--- config.mk ---
export PLATFORM = sky130hd
export DESIGN_NAME = axil_master_port
export DESIGN_NICKNAME = d
export VERILOG_FILES = /design/src/rtl/axil_master_port.sv
export SDC_FILE = /design/constraint.sdc
export NUM_CORES = 1
export LEC_CHECK = 0
export CORE_UTILIZATION = 38
export DETAILED_ROUTE_END_ITERATION = 10
export PLACE_DENSITY = 0.87
export SYNTH_ARGS = -nofsm -noshare
export SYNTH_HDL_FRONTEND = slang
export SYNTH_SLANG_ARGS = --single-unit
--- constraint.sdc ---
create_clock -name aclk -period 1.9 [get_ports aclk]
set_input_delay 0.19 -clock aclk [delete_from_list [all_inputs] [get_ports aclk]]
set_output_delay 0.19 -clock aclk [all_outputs]
set_load 0.02 [all_outputs]
--- src/rtl/axil_master_port.sv ---
// axil_master_port: single-outstanding AXI4-Lite master behind a valid/ready command/response port.
// Ports:
//   aclk, aresetn                 clock, asynchronous active-low reset
//   cmd_valid/ready/write/addr/wdata/wstrb   command in (accepted only in IDLE)
//   rsp_valid/ready/rdata/error   response out (rdata is 0 for writes, error = resp != OKAY)
//   m_axil_aw*/w*/b*              AXI4-Lite write channels
//   m_axil_ar*/r*                 AXI4-Lite read channels
module axil_master_port #(
    parameter int          ADDR_WIDTH = 32,
    parameter int          DATA_WIDTH = 32,
    parameter int          STRB_WIDTH = DATA_WIDTH / 8,
    parameter logic [2:0]  PROT       = 3'b000
) (
    input  logic                  aclk,
    input  logic                  aresetn,
    input  logic                  cmd_valid,
    output logic                  cmd_ready,
    input  logic                  cmd_write,
    input  logic [ADDR_WIDTH-1:0] cmd_addr,
    input  logic [DATA_WIDTH-1:0] cmd_wdata,
    input  logic [STRB_WIDTH-1:0] cmd_wstrb,
    output logic                  rsp_valid,
    input  logic                  rsp_ready,
    output logic [DATA_WIDTH-1:0] rsp_rdata,
    output logic                  rsp_error,
    output logic [ADDR_WIDTH-1:0] m_axil_awaddr,
    output logic [2:0]            m_axil_awprot,
    output logic                  m_axil_awvalid,
    input  logic                  m_axil_awready,
    output logic [DATA_WIDTH-1:0] m_axil_wdata,
    output logic [STRB_WIDTH-1:0] m_axil_wstrb,
    output logic                  m_axil_wvalid,
    input  logic                  m_axil_wready,
    input  logic [1:0]            m_axil_bresp,
    input  logic                  m_axil_bvalid,
    output logic                  m_axil_bready,
    output logic [ADDR_WIDTH-1:0] m_axil_araddr,
    output logic [2:0]            m_axil_arprot,
    output logic                  m_axil_arvalid,
    input  logic                  m_axil_arready,
    input  logic [DATA_WIDTH-1:0] m_axil_rdata,
    input  logic [1:0]            m_axil_rresp,
    input  logic                  m_axil_rvalid,
    output logic                  m_axil_rready
);
    typedef enum logic [2:0] {IDLE, WR_ADDR_DATA, WR_RESP, RD_ADDR, RD_DATA, RESP} state_t;
    state_t state, next_state;
    logic [ADDR_WIDTH-1:0] addr_q;
    logic [DATA_WIDTH-1:0] wdata_q;
    logic [STRB_WIDTH-1:0] wstrb_q;
    logic                  aw_done, w_done;
    always_ff @(posedge aclk or negedge aresetn) begin
        if (!aresetn) state <= IDLE;
        else          state <= next_state;
    end
    // The direction is carried by the state itself, so only the payload is latched.
    always_ff @(posedge aclk or negedge aresetn) begin
        if (!aresetn) begin
            addr_q    <= '0;
            wdata_q   <= '0;
            wstrb_q   <= '0;
            aw_done   <= 1'b0;
            w_done    <= 1'b0;
            rsp_rdata <= '0;
            rsp_error <= 1'b0;
        end else begin
            if (state == IDLE && cmd_valid) begin
                addr_q  <= cmd_addr;
                wdata_q <= cmd_wdata;
                wstrb_q <= cmd_wstrb;
            end
            // Per-channel completion flags let AW and W finish in any order; they self-clear outside the write phase.
            aw_done <= (state == WR_ADDR_DATA) && (aw_done || m_axil_awready);
            w_done  <= (state == WR_ADDR_DATA) && (w_done || m_axil_wready);
            if (state == WR_RESP && m_axil_bvalid) begin
                rsp_rdata <= '0;
                rsp_error <= (m_axil_bresp != 2'b00);
            end
            if (state == RD_DATA && m_axil_rvalid) begin
                rsp_rdata <= m_axil_rdata;
                rsp_error <= (m_axil_rresp != 2'b00);
            end
        end
    end
    always_comb begin
        next_state = state;
        case (state)
            IDLE:         if (cmd_valid) next_state = cmd_write ? WR_ADDR_DATA : RD_ADDR;
            WR_ADDR_DATA: if ((aw_done || m_axil_awready) && (w_done || m_axil_wready)) next_state = WR_RESP;
            WR_RESP:      if (m_axil_bvalid) next_state = RESP;
            RD_ADDR:      if (m_axil_arready) next_state = RD_DATA;
            RD_DATA:      if (m_axil_rvalid) next_state = RESP;
            RESP:         if (rsp_ready) next_state = IDLE;
            default:      next_state = IDLE;
        endcase
    end
    always_comb begin
        cmd_ready      = (state == IDLE);
        m_axil_awvalid = (state == WR_ADDR_DATA) && !aw_done;
        m_axil_wvalid  = (state == WR_ADDR_DATA) && !w_done;
        m_axil_bready  = (state == WR_RESP);
        m_axil_arvalid = (state == RD_ADDR);
        m_axil_rready  = (state == RD_DATA);
        rsp_valid      = (state == RESP);
        m_axil_awaddr  = addr_q;
        m_axil_araddr  = addr_q;
        m_axil_wdata   = wdata_q;
        m_axil_wstrb   = wstrb_q;
        m_axil_awprot  = PROT;
        m_axil_arprot  = PROT;
    end
endmodule

== Yosys cells after proc, flatten, opt, wreduce, memory -nomap -nowiden ==
Cells that the tools add are included.
Widths: inputs -> output; s select.

* Register bits after elaboration: 106
* Output and inout port bits: 146
* Input bits: 114

* Muxes and demuxes: 12
* Reduce and logical (&&, ||, !) cells: 17
* Equality and inequality tests: 11

{| class="wikitable"
|+ Operator list
! cell !! number
|-
| $mux 32 || 2
|-
| $mux 3 || 6
|-
| $pmux 3 s6 || 1
|-
| $logic_and 1x1->1 || 8
|-
| $eq 3x2->1 const B || 2
|-
| $eq 3x3->1 const B || 2
|-
| $ne 2x1->1 const B || 3
|-
| $ne 2x2->1 const B || 3
|-
| $reduce_and 6->1 || 1
|-
| $reduce_bool 2->1 || 3
|-
| $eq 3x1->1 const B || 1
|-
| $logic_not 3->1 || 1
|-
| $logic_not 1->1 || 2
|-
| $logic_or 1x1->1 || 2
|-
| $mux 1 || 2
|-
| $mux 2 || 1
|}

== Depth between registers and ports, before layout ==
Gate-level depths: netlist of the first run.

* Depth in word-level cells: 4
* Mapped depth: 7
* Depth with buffers taken out: 4

== Worst setup path after synthesis of the first run ==
No wires, ideal clock.

* Kind: flip-flop to flip-flop
* Start point: reg state[2]
* End point: reg addr_q[11], in the netlist m_axil_araddr[11]
* Library setup time: 0.125 ns
* Arrival: 1.701 ns
* Setup slack: 0.074 ns
* Required time: 1.775 ns
* Cell stages (with the launch flop): 7
* Clock period less this slack: 1.826 ns
* Path through: dfrtp_1 nor3_2 and2_4 buf_6 buf_6 buf_8 mux2_4

* Cells in the longest elaborated chain, start to end: 2

{| class="wikitable"
|+ Ends and longest elaborated chain
! what !! RTL line !! source
|-
| start: declaration || 47 || <nowiki>state_t state, next_state;</nowiki>
|-
| start signal: assignment || 54 || <nowiki>else state <= next_state;</nowiki>
|-
| $logic_not 3->1 || - ||
|-
| via cmd_ready || 17 || <nowiki>output logic cmd_ready,</nowiki>
|-
| $logic_and 1x1->1 || 67 || <nowiki>if (state == IDLE && cmd_valid) begin</nowiki>
|-
| end signal: assignment || 68 || <nowiki>addr_q <= cmd_addr;</nowiki>
|-
| end: declaration || 48 || <nowiki>logic [ADDR_WIDTH-1:0] addr_q;</nowiki>
|}

The timed path passes the listed nets, and every way through them passes these cells.
A chain may end at the register's enable or synchronous reset.

== Worst setup path in the final report of the first run ==
* Start point: reg state[2]
* End point: out m_axil_arvalid

* Cells in the longest elaborated chain, start to end: 1

{| class="wikitable"
|+ Ends and longest elaborated chain
! what !! RTL line !! source
|-
| $eq 3x2->1 || 102 || <nowiki>m_axil_arvalid = (state == RD_ADDR);</nowiki>
|-
| end: declaration || 39 || <nowiki>output logic m_axil_arvalid,</nowiki>
|}

Every way passes these cells.

==> flow_metrics.tcl, run 1 <==
set metrics [dict create \
    nNetsFinal 647 \
    layout_common_cells "245 x clkdlybuf4s50_1, 106 x dfrtp_1, 49 x mux2_2, 32 x a22o_1, 20 x mux2_4" \
    report.final.hold_viol_count 0 \
    vdd_drop_max_uv 1200 \
    crit_path_start "state[2]$_DFFE_PN0P_" \
    start_util_pct 38.9 \
    cp_max_fo 5 \
    layout-drive-gt1-share_pct 20.3 \
    syn_inst 300 \
    cp.arrival_ps 1590 \
    die_w_um 110 \
    grt_pass1_vias 3397 \
    tns_ps 0 \
    cts.sinks 106 \
    grt_max_degree 55 \
    dr.pass1.iters 5 \
    drc_errors 0 \
    reg2reg_from "state[2]$_DFFE_PN0P_" \
    synth.distinct_cells 28 \
    ys_ff_latch 106 \
    ioPinCount 260 \
    relSlewSlack_pct 54.1 \
    wl_per_cell_um 16.9 \
    mostFrequentLayoutCell "clkdlybuf4s50_1" \
    rows 39 \
    die_area_um2 12100 \
    grt_pass1_wl_mm 16.8 \
    drv_slew 0 \
    overflow 0 \
    synth_warnings 0 \
    coreArea_um2 11400 \
    power_mw 13.0 \
    critPathCaptureType "primary output" \
    fmax_mhz 561 \
    dp_slack_ps -173 \
    postSynthAreaPerCell_um2 14.8 \
    htree_levels 3 \
    diodes 0 \
    root_buffer "clkbuf_16" \
    cts_tree "yes" \
    tightest_slew_ps 687 \
    hpwlAfterDp_mm 8.82 \
    vias 3290 \
    ant_nets 0 \
    dpl_cell_area_um2 6880 \
    status "finished clean" \
    clockBufferDepth 2 \
    syn-cell-area_um2 4430 \
    track_usage_pct 18.6 \
    viasPerCell 4.83 \
    antenna_found_initial 0 \
    dr.first_iter.drc_count 108 \
    postCtsSetupBuffers 0 \
    finish.instance_area_um2 7180 \
    gp_congestion 0.803 \
    rsz0062_at_grt "no" \
    leakage_nw 3.10 \
    drt_wl_total_mm 11.5 \
    worstSetupPathType "register to primary output" \
    powerDensity_nw_per_um2 1810 \
    clkSlewWorstSetupHoldPaths_ps 70 \
    port_buffers 253 \
    hold_class "input pin to async pin" \
    numCtsBuffers 9 \
    finalCritPeriodShare_pct 93.8 \
    clock_skew_ps 4.43 \
    ys_seq_area_share_pct 59.9 \
    worstPathRequired_ps 1710 \
    min_period_ps 1780 \
    fin_ws_ps 117 \
    die_h_um 110 \
    startpoint_type "register" \
    area_growth_syn_to_layout_pct 62.2 \
    drv_cap 0 \
    worstSkewPairLatency_ps 330 \
    setup_viol 0 \
]
==> final timing paths <==
path                                                     end  slack [ps]  cells after the start
worst max register to register  m_axil_wdata[31]$_DFFE_PN0P_         130                      5
min in group aclk                          aw_done$_DFF_PN0_         450                      3
worst min register to register     rsp_rdata[17]$_DFFE_PN0P_         500                      1
max in group asynchronous          rsp_rdata[27]$_DFFE_PN0P_         910                      3
worst min-delay path            m_axil_araddr[3]$_DFFE_PN0P_         310                      2
worst max-delay path                          m_axil_arvalid         120                      4
==> worst max-delay path, stage by stage (launching register included) <==
cell and delay (ps):
dfrtp_1 410, nand2b_1 200, buf_4 170, nor2_1 120, dlygate4sd2_1 350
==> metal layers <==
layer  track usage (%)  up-vias  part of all wire [%]
li1                  -     1479                     -
met1              20.2     1644                    37
met2              34.6      151                    54
met3              4.92       16                   7.1
met4              6.38        0                   1.9
met5                 0        -                     0
==> timing repair <==
action	in CTS	in global routing
pin swaps	0	1
gates cloned	0	1
hold endpoints to repair	25	0
gates resized for setup	7	5
setup endpoints to repair	38	29
hold buffers	1	0
==> power breakdown <==
part | switching, mW | total (mW) | internal, mW
Combinational | 3.30 | 7.17 | 3.87
Clock | 0.792 | 1.76 | 0.965
Sequential | 0.732 | 4.06 | 3.33
==> state kept, by name, indices dropped and copies added (netlist names) <==
name,flops
rsp_rdata,32
aw_done,1
m_axil_wdata,32
m_axil_wstrb,4
w_done,1
rsp_error,1
state,3
m_axil_araddr,32
==> kinds of logic (layout without fill, tap and decap cells) <==
kind of cell,after synthesis,count (layout),synth area share [%]
and+or+nand+nor,24,25,3.19
other,1,6,0.0847
AOI/OAI and AO/OA,43,43,7.83
buffers and inverters,57,289,9.72
DFF,106,106,59.9
muxes,69,69,19.2
==> layout make-up <==
cell class                 instances  area [um^2]
fill                             877         4190
sequential                       106         2650
timing repair buffer             271         2680
clock buffer                      13          260
inverter                           2         7.51
multi-input combinational        143         1380
clock inverter                     3         23.8
tap                              143          179
==> synthesized netlist by cell type <==
master      n  area (um^2)
o22ai_1     1         6.26
nor2b_1     2         12.5
a22o_1     32          280
nor2_1     10         37.5
nand2_1     2         7.51
dfrtp_1   106         2650
a211o_1     1         8.76
nand2b_1    1         6.26
o21ai_0     4         20.0
mux2_4     20          300
nor4_1      1         6.26
buf_2       5         25.0
a31oi_1     1         6.26
o31ai_1     1         7.51
a21oi_1     2         10.0
buf_4      46          345
inv_1       2         7.51
nor3b_1     2         15.0
and2_4      1         8.76
nor2_2      1         6.26
buf_8       2         30.0
nor3_2      1         10.0
and2_1      1         6.26
o211ai_1    1         7.51
buf_6       2         22.5
conb_1      1         3.75
nor3b_2     2         25.0
mux2_2     49          552
==> per-stage QoR <==
step | hold WS (ps) | instances | util (%)
after CTS | 320 | 680 | 63.1
after global placement | 117 | 663 | 60.5
after global routing | 334 | 681 | 63.1
final | 308 | 681 | 63.1
after detailed placement | 125 | 663 | 60.5
after floorplan | -106 | 305 | -
(Power assumes the default switching activity.)
==> inputs of run 2 (changes only) <==
--- a/config.mk
+++ b/config.mk
@@ -5,9 +5,11 @@
 export SDC_FILE = /design/constraint.sdc
 export NUM_CORES = 1
 export LEC_CHECK = 0
-export CORE_UTILIZATION = 38
+export CORE_AREA = 2 2 100 102
 export DETAILED_ROUTE_END_ITERATION = 10
-export PLACE_DENSITY = 0.87
+export DIE_AREA = 0 0 102 104
+export DONT_BUFFER_PORTS = 1
+export PLACE_DENSITY = 0.67
 export SYNTH_ARGS = -nofsm -noshare
 export SYNTH_HDL_FRONTEND = slang
 export SYNTH_SLANG_ARGS = --single-unit
==> run 2 against run 1 <==
Against the previous run: the flow now stops in clock tree synthesis; synthesized area is the same; synthesized cell count is the same.
==> flow_metrics.tcl, run 2 <==
set metrics [dict create \
    status "did not finish" \
    haltStage "clock tree synthesis" \
    tool.error "[ERROR RSZ-0060] Max buffer count reached." \
    synth_area_leaders "dfrtp_1 60%, mux2_2 12%, buf_4 7.8%, mux2_4 6.8%, a22o_1 6.3%" \
    die_h_um 104 \
    gp_congestion 0.765 \
    die_w_um 102 \
    synth-async-reset-ratio_pct 100 \
    clockBufferDepth 2 \
    ctsResizeCount 1 \
    postSynthAreaPerCell_um2 14.8 \
    hpwlAfterDp_mm 5.90 \
    ys_ff_latch 106 \
    synth_top_area_share_pct 59.9 \
    syn_inst 300 \
    postCtsSetupBuffers 0 \
    rows 36 \
    synthTopCellsByCount "106 x dfrtp_1, 49 x mux2_2, 46 x buf_4, 32 x a22o_1, 20 x mux2_4" \
    root_buffer "clkbuf_8" \
    htree_levels 3 \
    synth_flop_cell "dfrtp_1" \
    start_util_pct 46.4 \
    synth.distinct_cells 28 \
    postCtsHoldBufs 101 \
    port_buffers 0 \
    ys_seq_area_share_pct 59.9 \
    numCtsBuffers 9 \
    ioPinCount 260 \
    cts.sinks 106 \
    yosysTopAreaCell "dfrtp_1" \
    synth_edf_count 0 \
    yosysMostFrequentCell "dfrtp_1" \
    syn-cell-area_um2 4430 \
    synth_warnings 0 \
]
run 2: cell counts after synthesis:
Identical to the previous run, type by type.
run 2: through the flow:
step	cells	hold WS (ps)	instance area [um^2]	worst slack [ps]	utilization, %
2_1_floorplan	305	-106	4450	74.3	-
3_5_place_dp	398	-103	4330	-92.8	45.3
3_3_place_gp	398	-104	4330	5.38	45.3
run 2: logic make-up after synthesis:
family                 count (synthesis)  share of synthesized area [%]
AND/OR/NAND/NOR                       24                           3.19
multiplexers                          69                           19.2
other                                  1                         0.0847
AO/OA/AOI/OAI                         43                           7.83
flip-flops                           106                           59.9
buffers and inverters                 57                           9.72
==> inputs of run 3 (changes only) <==
==> config.mk (replaced) <==
export PLATFORM = sky130hd
export DESIGN_NAME = axil_master_port
export DESIGN_NICKNAME = d
export VERILOG_FILES = /design/src/rtl/axil_master_port.sv
export SDC_FILE = /design/constraint.sdc
export NUM_CORES = 1
export LEC_CHECK = 0
export CORE_UTILIZATION = 40
export DETAILED_ROUTE_END_ITERATION = 10
export DONT_BUFFER_PORTS = 1
export PLACE_DENSITY_LB_ADDON = 0.15
export SYNTH_ARGS = -nofsm -noshare
export SYNTH_HDL_FRONTEND = slang
export SYNTH_SLANG_ARGS = --single-unit
==> run 3 against run 2 <==
Against the previous run: the run again fails in clock tree synthesis; synthesized cell count unchanged; synthesized area unchanged.
==> flow_metrics.tcl, run 3 <==
set metrics [dict create \
    ys_ff_latch 106 \
    postCtsSetupBuffers 0 \
    syn-cell-area_um2 4430 \
    yosysMostFrequentCell "dfrtp_1" \
    syn_inst 300 \
    synth.distinct_cells 28 \
    rows 38 \
    cts.sinks 106 \
    synth_warnings 0 \
    ioPinCount 260 \
    htree_levels 3 \
    start_util_pct 41.0 \
    yosysTopAreaCell "dfrtp_1" \
    tool.error "[ERROR RSZ-0060] Max buffer count reached." \
    synthTopCellsByCount "106 x dfrtp_1, 49 x mux2_2, 46 x buf_4, 32 x a22o_1, 20 x mux2_4" \
    numCtsBuffers 9 \
    gp_congestion 0.739 \
    port_buffers 0 \
    clockBufferDepth 2 \
    status "did not finish" \
    root_buffer "clkbuf_8" \
    ctsResizeCount 0 \
    postSynthAreaPerCell_um2 14.8 \
    haltStage "clock tree synthesis" \
    postCtsHoldBufs 101 \
    hpwlAfterDp_mm 6.14 \
    synth_flop_cell "dfrtp_1" \
    die_w_um 107 \
    synth_edf_count 0 \
    synth-async-reset-ratio_pct 100 \
    ys_seq_area_share_pct 59.9 \
    synth_top_area_share_pct 59.9 \
    die_h_um 107 \
    synth_area_leaders "dfrtp_1 60%, mux2_2 12%, buf_4 7.8%, mux2_4 6.8%, a22o_1 6.3%" \
]
-- run 3: stage by stage --
stage	utilization, %	cell area, um^2	cells	setup WS [ps]	hold WS [ps]
3_5_place_dp	40.1	4320	400	191	-104
2_1_floorplan	-	4450	305	74.3	-106
3_3_place_gp	40.1	4320	400	224	-104
-- run 3: kinds of logic after synthesis --
family,share of synthesized area (%)
flip-flops,59.9
multiplexers,19.2
buffers and inverters,9.72
AO/OA/AOI/OAI,7.83
AND/OR/NAND/NOR,3.19
other,0.0847
